## src/rtl/auto_rsp_pkg.sv

```systemverilog
// Shared types and request field positions for the auto_intf response engine.
package auto_rsp_pkg;

    typedef enum logic [1:0] {OP_NOP, OP_WR, OP_RD, OP_BAD} op_e;
    typedef enum logic [1:0] {RSP_IDLE, RSP_ACK, RSP_DATA, RSP_ERR} rsp_cmd_e;

    localparam int DAT_W    = 64;
    localparam int OP_MSB   = 63;
    localparam int OP_LSB   = 62;
    localparam int ADDR_MSB = 59;
    localparam int ADDR_LSB = 56;
    localparam int ADDR_W   = ADDR_MSB - ADDR_LSB + 1;
    localparam int WDATA_W  = 48;

endpackage

```

## src/rtl/auto_req_fifo.sv

```systemverilog
// Request FIFO: DEPTH x W, pointers carry an extra wrap bit so full and empty differ.
module auto_req_fifo
    import auto_rsp_pkg::*;
#(
    parameter int DEPTH = 4,
    parameter int W     = DAT_W
) (
    input  logic         clk,
    input  logic         rst_n,
    input  logic         push,
    input  logic         pop,
    input  logic [W-1:0] din,
    output logic         full,
    output logic         empty,
    output logic [W-1:0] head
);

    localparam int AW = (DEPTH > 1) ? $clog2(DEPTH) : 1;

    logic [AW:0]  wr_ptr_q, wr_ptr_d;
    logic [AW:0]  rd_ptr_q, rd_ptr_d;
    logic [W-1:0] mem_q [DEPTH];

    assign empty = (wr_ptr_q == rd_ptr_q);
    assign full  = (wr_ptr_q[AW] != rd_ptr_q[AW]) && (wr_ptr_q[AW-1:0] == rd_ptr_q[AW-1:0]);
    assign head  = mem_q[rd_ptr_q[AW-1:0]];

    always_comb begin
        wr_ptr_d = wr_ptr_q;
        rd_ptr_d = rd_ptr_q;
        if (push) wr_ptr_d = wr_ptr_q + 1'b1;
        if (pop)  rd_ptr_d = rd_ptr_q + 1'b1;
    end

    always_ff @(posedge clk or negedge rst_n) begin
        if (!rst_n) begin
            wr_ptr_q <= '0;
            rd_ptr_q <= '0;
        end else begin
            wr_ptr_q <= wr_ptr_d;
            rd_ptr_q <= rd_ptr_d;
        end
    end

    // Payload storage needs no reset: the pointers define what is valid.
    always_ff @(posedge clk) begin
        if (push) mem_q[wr_ptr_q[AW-1:0]] <= din;
    end

endmodule

```

## src/rtl/auto_rsp_engine.sv

```systemverilog
// Request consumer / response producer for auto_intf: in-order execution against
// a 48-bit register file, response beats gated by downstream credits.
module auto_rsp_engine
    import auto_rsp_pkg::*;
#(
    parameter int DEPTH       = 4,
    parameter int RSP_CREDITS = 4,
    parameter int NREGS       = 16
) (
    input  logic                               clk,
    input  logic                               rst_n,
    input  logic                               req_val,
    input  logic [DAT_W-1:0]                   req_dat,
    output logic                               req_credit,
    output logic [1:0]                         rsp_cmd,
    output logic [DAT_W-1:0]                   rsp_data,
    input  logic                               rsp_credit,
    output logic                               ovf_err,
    output logic                               credit_err,
    output logic [$clog2(RSP_CREDITS+1)-1:0]   rsp_credits_avail
);

    localparam int CW = $clog2(RSP_CREDITS + 1);

    logic              fifo_full, fifo_empty, push, pop;
    logic [DAT_W-1:0]  head;
    op_e               head_op;
    logic [ADDR_W-1:0] head_addr;
    logic [WDATA_W-1:0] head_wdata;
    logic              need_cred;

    logic [CW-1:0]      credits_q, credits_d;
    logic [WDATA_W-1:0] regs_q [NREGS];
    logic [WDATA_W-1:0] regs_d [NREGS];

    // Stage 1 captures the executed result at the pop edge; stage 2 drives the ports.
    logic              s1_vld_q, s1_vld_d;
    rsp_cmd_e          s1_cmd_q, s1_cmd_d;
    logic [DAT_W-1:0]  s1_data_q, s1_data_d;
    rsp_cmd_e          rsp_cmd_q, rsp_cmd_d;
    logic [DAT_W-1:0]  rsp_data_q, rsp_data_d;
    logic              req_credit_q, req_credit_d;
    logic              ovf_q, ovf_d, cerr_q, cerr_d;

    auto_req_fifo #(.DEPTH(DEPTH), .W(DAT_W)) u_fifo (
        .clk   (clk),
        .rst_n (rst_n),
        .push  (push),
        .pop   (pop),
        .din   (req_dat),
        .full  (fifo_full),
        .empty (fifo_empty),
        .head  (head)
    );

    assign head_op    = op_e'(head[OP_MSB:OP_LSB]);
    assign head_addr  = head[ADDR_MSB:ADDR_LSB];
    assign head_wdata = head[WDATA_W-1:0];
    assign need_cred  = (head_op != OP_NOP);

    // A pop in the same cycle frees a slot, so a full FIFO can still accept.
    assign pop  = !fifo_empty && (!need_cred || (credits_q != '0));
    assign push = req_val && (!fifo_full || pop);

    always_comb begin
        ovf_d     = ovf_q | (req_val && fifo_full && !pop);
        cerr_d    = cerr_q;
        credits_d = credits_q;
        if (rsp_credit && !(pop && need_cred)) begin
            if (credits_q == CW'(RSP_CREDITS)) cerr_d    = 1'b1;
            else                               credits_d = credits_q + 1'b1;
        end else if (!rsp_credit && pop && need_cred) begin
            credits_d = credits_q - 1'b1;
        end
    end

    always_comb begin
        regs_d    = regs_q;
        s1_vld_d  = pop;
        s1_cmd_d  = RSP_IDLE;
        s1_data_d = '0;
        if (pop) begin
            case (head_op)
                OP_WR: begin
                    regs_d[head_addr] = head_wdata;
                    s1_cmd_d  = RSP_ACK;
                    s1_data_d = {{(DAT_W-ADDR_W){1'b0}}, head_addr};
                end
                OP_RD: begin
                    s1_cmd_d  = RSP_DATA;
                    s1_data_d = {{(DAT_W-WDATA_W){1'b0}}, regs_q[head_addr]};
                end
                OP_BAD: begin
                    s1_cmd_d  = RSP_ERR;
                    s1_data_d = head;
                end
                default: ;
            endcase
        end
        rsp_cmd_d    = s1_cmd_q;
        rsp_data_d   = s1_data_q;
        req_credit_d = s1_vld_q;
    end

    always_ff @(posedge clk or negedge rst_n) begin
        if (!rst_n) begin
            credits_q    <= CW'(RSP_CREDITS);
            for (int i = 0; i < NREGS; i++) regs_q[i] <= '0;
            s1_vld_q     <= 1'b0;
            s1_cmd_q     <= RSP_IDLE;
            s1_data_q    <= '0;
            rsp_cmd_q    <= RSP_IDLE;
            rsp_data_q   <= '0;
            req_credit_q <= 1'b0;
            ovf_q        <= 1'b0;
            cerr_q       <= 1'b0;
        end else begin
            credits_q    <= credits_d;
            regs_q       <= regs_d;
            s1_vld_q     <= s1_vld_d;
            s1_cmd_q     <= s1_cmd_d;
            s1_data_q    <= s1_data_d;
            rsp_cmd_q    <= rsp_cmd_d;
            rsp_data_q   <= rsp_data_d;
            req_credit_q <= req_credit_d;
            ovf_q        <= ovf_d;
            cerr_q       <= cerr_d;
        end
    end

    assign rsp_cmd           = rsp_cmd_q;
    assign rsp_data          = rsp_data_q;
    assign req_credit        = req_credit_q;
    assign ovf_err           = ovf_q;
    assign credit_err        = cerr_q;
    assign rsp_credits_avail = credits_q;

endmodule

```

## config.mk

```make
export PLATFORM = sky130hd
export DESIGN_NAME = auto_rsp_engine
export DESIGN_NICKNAME = d
export VERILOG_FILES = /design/src/rtl/auto_rsp_pkg.sv /design/src/rtl/auto_req_fifo.sv /design/src/rtl/auto_rsp_engine.sv
export SDC_FILE = /design/constraint.sdc
export NUM_CORES = 2
export LEC_CHECK = 0
export CORE_MARGIN = 5
export CORE_UTILIZATION = 50
export CTS_CLUSTER_SIZE = 16
export DETAILED_ROUTE_END_ITERATION = 10
export GPL_TIMING_DRIVEN = 0
export PLACE_DENSITY = 0.75
export SETUP_SLACK_MARGIN = 0.5
export SYNTH_ARGS = -nofsm -noshare
export SYNTH_HDL_FRONTEND = slang
export SYNTH_SLANG_ARGS = --single-unit
```

## constraint.sdc

```tcl
create_clock -name clk -period 4.35 [get_ports clk]
set_input_delay 0.87 -clock clk [delete_from_list [all_inputs] [get_ports clk]]
set_output_delay 0.87 -clock clk [all_outputs]
set_load 0.05 [all_outputs]
```

## Word level (Yosys, flattened, before mapping)

Memory sizes are Yosys's and may differ from the RTL's.
Index checks and enable logic that the tools add are counted.

| operators by class | value |
|---|---|
| $lt $le $gt $ge | 2 |
| reduce and logical (&&, ||, !) cells | 24 |
| muxes and demuxes | 15 |
| $add $sub $neg | 4 |
| bitwise operators | 2 |
| equal/unequal tests | 8 |

Operators with widths:

| cell | number |
|---|---|
| 768-bit bitwise mux | 1 |
| 48-bit binary-select mux with 4-bit select | 1 |
| 48-bit demux with 4-bit select | 1 |
| 64-bit one-hot mux with 3 select lines | 1 |
| 48-bit two-way mux | 3 |
| 64-bit two-way mux | 1 |
| 1-bit logical AND | 10 |
| 3-bit by 1-bit adder with 3-bit output (second input constant) | 3 |
| 3-bit two-way mux | 3 |
| 1-bit logical NOT | 6 |
| 2-bit one-hot mux with 3 select lines | 1 |
| 2-bit AND reduction | 3 |
| 5-bit >= comparator (second input constant) | 1 |
| 5-bit by 1-bit < comparator with 1-bit output (second input constant) | 1 |
| 4-bit NOT with 5-bit output | 1 |
| 2-bit == test (second input constant) | 2 |
| 2-bit nonzero test | 2 |
| 3-bit == test | 1 |
| 3-bit == test (second input constant) | 1 |
| 3-bit nonzero test | 1 |
| 3-bit by 1-bit subtractor with 3-bit output (second input constant) | 1 |
| 2-bit by 1-bit == test with 1-bit output (second input constant) | 1 |
| 2-bit == test | 1 |
| 1-bit logical OR | 2 |
| 5 further kinds | 6 |

| word-level totals | value |
|---|---|
| bits in registers | 913 |
| word-level logic and storage cells | 83 |
| memories | 1 |
| bits of input ports | 68 |
| memory bits (writable) | 256 |

Memory list:

| memory | words | width | rd ports | clocked after Yosys merged registers in | write ports | line | text |
|---|---|---|---|---|---|---|---|
| u_fifo.mem_q | 4 | 64 | 1 | 0 | 1 | auto_req_fifo.sv:22 | `logic [W-1:0] mem_q [DEPTH];` |

## Depth between registers and ports, before layout

An unclocked memory read counts as a cell.

| logic depth | value |
|---|---|
| depth after elaboration | 10 |
| gate-level depth with buffers | 10 |
| mapped depth without buffers | 7 |

## Cells and area by module

From an unflattened synthesis, not the netlist that was laid out.

| second synthesis, totals | value |
|---|---|
| cell total of the unflattened synthesis | 2717 |
| area, all modules | 48687.9 um2 |

Modules (own cells, without submodules):

| module | cells an instance | seq. area each (um2) | area each (um2) | instances |
|---|---|---|---|---|
| auto_rsp_engine | 2353 | 22648.0 | 39115.0 | 1 |
| auto_req_fifo | 364 | 7837.5 | 9572.9 | 1 |

## Least setup slack after synthesis

No wires, ideal clock.

| path | value |
|---|---|
| path type | reg-to-reg |
| start point | reg u_fifo.rd_ptr_q[0] |
| end point | mem u_fifo.mem_q[3][0] (netlist bit) (enable) |
| period minus slack after synthesis | 3821 ps |
| stages on the path, launching flop included | 6 |
| slack | 529 ps |
| arrival time | 3390 ps |
| setup time | 430 ps |
| path through | dfrtp_1 -> buf_6 -> mux4_2 -> o21ba_2 -> a31oi_1 -> and2_1 |

| between the ends | value |
|---|---|
| longest elaborated chain between the ends | 9 |

Ends and longest elaborated chain:

| element | line | text |
|---|---|---|
| start, declared | auto_req_fifo.sv:21 | `logic [AW:0] rd_ptr_q, rd_ptr_d;` |
| start signal, assigned | auto_req_fifo.sv:41 | `rd_ptr_q <= rd_ptr_d;` |
| memory 4 x 64 bit | n/a |  |
| 2-bit nonzero test | auto_rsp_engine.sv:59 | `assign need_cred = (head_op != OP_NOP);` |
| 1-bit logical NOT | auto_rsp_engine.sv:62 | `assign pop = !fifo_empty && (!need_cred \|\| (credits_q != '0));` |
| 1-bit logical OR | auto_rsp_engine.sv:62 |  |
| 1-bit logical AND | auto_rsp_engine.sv:62 |  |
| 1-bit logical OR (*) | auto_rsp_engine.sv:63 | `assign push = req_val && (!fifo_full \|\| pop);` |
| 1-bit logical AND (*) | auto_rsp_engine.sv:63 |  |
| 1-bit two-way mux (*) | auto_req_fifo.sv:47 | `if (push) mem_q[wr_ptr_q[AW-1:0]] <= din;` |
| 1-bit two-way mux (implied by the code) (*) | auto_req_fifo.sv:47 |  |
| end, declared | auto_req_fifo.sv:22 |  |

Every way passes the cells marked *; elsewhere a longest branch is shown, timed or not.

## Worst setup path after layout

| path | value |
|---|---|
| start point | reg u_fifo.rd_ptr_q[1] |
| end point | reg s1_data_q[26], in the netlist rsp_data_d[26] |

| between the ends | value |
|---|---|
| longest elaborated chain between the ends | 7 |

Ends and longest elaborated chain:

| element | line | text |
|---|---|---|
| memory 4 x 64 bit | n/a |  |
| 4-bit NOT with 5-bit output (implied by the code) | auto_rsp_engine.sv:91 | `s1_data_d = {{(DAT_W-WDATA_W){1'b0}}, regs_q[head_addr]};` |
| 48-bit binary-select mux with 4-bit select | auto_rsp_engine.sv:91 |  |
| 48-bit two-way mux (implied by the code) (2 in a row) | auto_rsp_engine.sv:91 |  |
| 64-bit one-hot mux with 3 select lines | auto_rsp_engine.sv:83 | `case (head_op)` |
| 64-bit two-way mux (*) | auto_rsp_engine.sv:82 | `if (pop) begin` |
| net s1_data_d[26] | auto_rsp_engine.sv:39 | `logic [DAT_W-1:0] s1_data_q, s1_data_d;` |
| end signal, assigned | auto_rsp_engine.sv:122 | `s1_data_q <= s1_data_d;` |
| end, declared | auto_rsp_engine.sv:39 |  |

Mark *: on every way through the listed nets, which the timed path passes. The rest lies on a longest branch. The select of a mux whose other input is x is not followed.
A chain may end at the register's enable or synchronous reset.

==> summary.md <==
| Metric | Value |
|---|---|
| Initial antenna violation count | 3 |
| GPL Wtd Cong | 0.845 |
| Vias in the first global route | 30133 |
| Synth Area in Adders | 0.00167 |
| Req. time, crit path | 4.88 ns |
| Async set or reset register ratio after synthesis | 0.781 |
| GRT Util Overall | 0.237 |
| Synth area leader | dfrtp_1 |
| Core region area | 98400 um2 |
| Drc violations | 0 |
| Mapped Area | 49500 um2 |
| Multiplexer share of the synthesized area | 0.287 |
| Final period util | 0.864 |
| Worst path top cell family by delay | buffers and inverters |
| Largest vdd supply drop | 0.000668 V |
| Crit path buf inv count | 3 |
| CTS Buffer Depth | 3 |
| Clock skew | 0.0298 ns |
| Worst Setup Start Kind | flip-flop |
| CTS tree | built |
| Leakage | 25.9 nW |
| Most frequent cells after synthesis | dfrtp_1 (910), mux2_2 (711), mux2i_1 (399), edfxtp_1 (256), nand2_1 (219) |
| Headroom to the max-slew limit | 0.167 |
| Slowest stage cell on the critical path | mux2i_1 |
| CP arrival | 4.29 ns |
| Post-synthesis compound-gate area fraction | 0.0418 |
| Area added between synthesis and finish | 15.4% |
| Die area | 105000 um2 |
| Fmax | 266 MHz |
| Xor/xnor cell area share of the yosys netlist | 0.00141 |
| Initial cell density of the core | 0.503 |
| Outcome | finished, final reports clean |
| CP cell instances | buf_2 -> clkbuf_4 -> mux2i_1 -> clkbuf_1 -> a21oi_1 -> o31ai_1 |
| Final Power | 48.9 mW |
| HP Class | input pin to async pin |
| DR iter-0 viols | 2461 |
| Prevailing post-synth register cell | dfrtp_1 |
| Max-slew violations | 0 |
| Initial DRT Pass Iterations | 5 |
| First-pass GRT wire length | 191000 um |
| Simple-gate share of the synthesized area | 0.0229 |
| Mean post-synth cell area | 15.2 um2 |
| Final Util | 0.581 |
| CTS clk-pin slew, worst paths | 0.07 ns |
| Worst setup path class | flip-flop to flip-flop |
| Share of the synthesized area in the top cell type | 0.460 |
| Seq cells post-synth | 1167 |
| Design area | 57200 um2 |
| Die W | 325 um |
| Minimum clock period | 3.76 ns |
| Crit Path Max Fanout | 10 |
| Inserted Clock Buffers | 118 |
| Htree depth | 3 |
| Post-route worst setup slack | 0.593 ns |
| WL final | 126000 um |
| Worst Setup End Kind | flip-flop |
| Net Count, Synth | 3333 |
| Max cap viols | 0 |
| WL per Instance | 25.6 um |
| Worst-Margin Slew | 1.22 ns |
| Port Buffers | 139 |
| Synth area leaders | dfrtp_1 (46%), mux2_2 (16%), edfxtp_1 (16%) |
| Final Setup Violations | 0 |
| Detail Route Antenna Nets | 0 |
| FP Rows | 115 |
| DPL Wire Length | 82300 um |
| Postcts setup bufs | 0 |
| Yosys cell types | 40 |
| Clock sink count | 1167 |
| EDFF count, synth | 256 |
| Most frequent cell after synthesis | dfrtp_1 |
| Pre-CTS WS | -0.113 ns |
| Layout cells sized above 1 | 0.326 |
| Mapped Cells | 3259 |
| Via-to-Cell Ratio | 5.85 |
| Final hold viol count | 0 |
| Clock root buffer | clkbuf_16 |
| RSZ-0062 raised after global routing | no |
| Placed cell area | 52900 um2 |
| Nets | 3604 |
| Clock latency on the worst-skew pair | 0.72 ns |
| Die Y-Extent | 325 um |
| Boundary pin count | 140 |
| Yosys warns | 0 |
| Pin count of the biggest net entering global routing | 122 |
| Max incr delay on CP | 1.02 ns |
| Vias | 28787 |
| Sequential area share after synthesis | 0.615 |
| Pwr/cell area | 856 nW/um2 |
| Grt total ovfl | 0 |
| Largest family of logic cells by synthesized area | multiplexers |
| Final TNS setup | 0 ns |
## flip-flops by register name, indices dropped and copies added (netlist names), 2 cells and up
signal / flops
u_fifo.mem_q: 256
regs_q: 768
u_fifo.rd_ptr_q: 3
u_fifo.wr_ptr_q: 3
rsp_data_d: 63
rsp_cmd_d: 2
rsp_credits_avail: 3
rsp_cmd: 2
rsp_data: 63
## metal layers
layer	vias up	wire (um)	GRT usage
li1	12539	-	-
met1	15124	54300	0.328
met2	900	60100	0.384
met3	224	7760	0.0451
met4	0	3850	0.0759
met5	-	0	0
## worst register-to-register path, delay by kind of cell, from the launching register on
family | cells | cell delay (ns)
buffers and inverters | 3 | 1.45
flip-flops | 1 | 0.35
multiplexers | 1 | 1.03
AO/OA/AOI/OAI | 2 | 0.76
## final cells by class
type | count | area [um2]
Sequential cell | 1167 | 30500
Multi-Input combinational cell | 1829 | 17600
Clock buffer | 163 | 3500
Timing Repair Buffer | 151 | 1700
Inverter | 8 | 30.0
Antenna cell | 1 | 2.50
Fill cell | 7695 | 41300
Buffer | 255 | 1470
Tap cell | 1287 | 1610
Clock inverter | 61 | 769
## cell families after synthesis
group                    count (synthesis)
XOR/XNOR                                 8
AO/OA/AOI/OAI                          313
buffers and inverters                  263
flip-flops                            1167
AND/OR/NAND/NOR                        266
multiplexers                          1236
adder cells (fa/ha/maj)                  6
## report_power, final
| part | switching, mW | internal [mW] | leakage, nW |
|---|---|---|---|
| registers | 1.92 | 15.6 | 14.2 |
| logic | 12.4 | 8.12 | 9.58 |
| clock network | 4.42 | 6.54 | 2.11 |
## through the flow
stage / hold WS [ns] / instances
after global placement: 0.334 / 4685
final: 0.0892 / 4922
after CTS: 0.0838 / 4921
after global routing: 0.127 / 4921
after detailed placement: 0.335 / 4697
after floorplan: 0.331 / 3259
## final timing paths
| path | cells after the start | end | slack, ns | startpoint |
|---|---|---|---|---|
| min in group clk | 0 | rsp_cmd[1] | 0.34 | rsp_cmd_d[1] |
| setup / recovery | 6 | rsp_data_d[26] | 0.59 | u_fifo.rd_ptr_q[1] |
| hold reg to reg | 0 | rsp_cmd[1] | 0.34 | rsp_cmd_d[1] |
| setup reg to reg | 6 | rsp_data_d[26] | 0.59 | u_fifo.rd_ptr_q[1] |
| max in group asynchronous | 5 | rsp_data_d[60] | 1.78 | rst_n |
| hold / removal | 1 | rsp_data[21] | 0.09 | rst_n |
## repair_timing
item / in CTS / in global routing
hold buffers: 0 / 0
hold endpoints to repair: 0 / 0
resized for setup: 9 / 7
pin swaps: 0 / 0
endpoints found under the setup margin: 37 / 15
## placed cells by master, fill, tap and decap left out, types with 14 or more instances in the layout
cell             Yosys  final
a21oi_1            132    132
buf_4               34     34
bufinv_16            0     15
edfxtp_1           256    256
clkbuf_1           105    113
o41ai_1             40     38
mux4_2              63     63
clkbuf_8             0     23
a22oi_1            115    115
mux2i_1            399    399
clkinv_2             0     27
mux2_1              43     43
mux2_4              20     20
nand2_1            219    217
buf_6               37     37
dfrtp_1            910    910
mux2_2             711    711
clkbuf_16            0    125
and3_1              14     14
clkdlybuf4s50_1      0    138
buf_2               74     72
nor2_1              14     14
No activity file was read; power rests on OpenSTA's default activity.
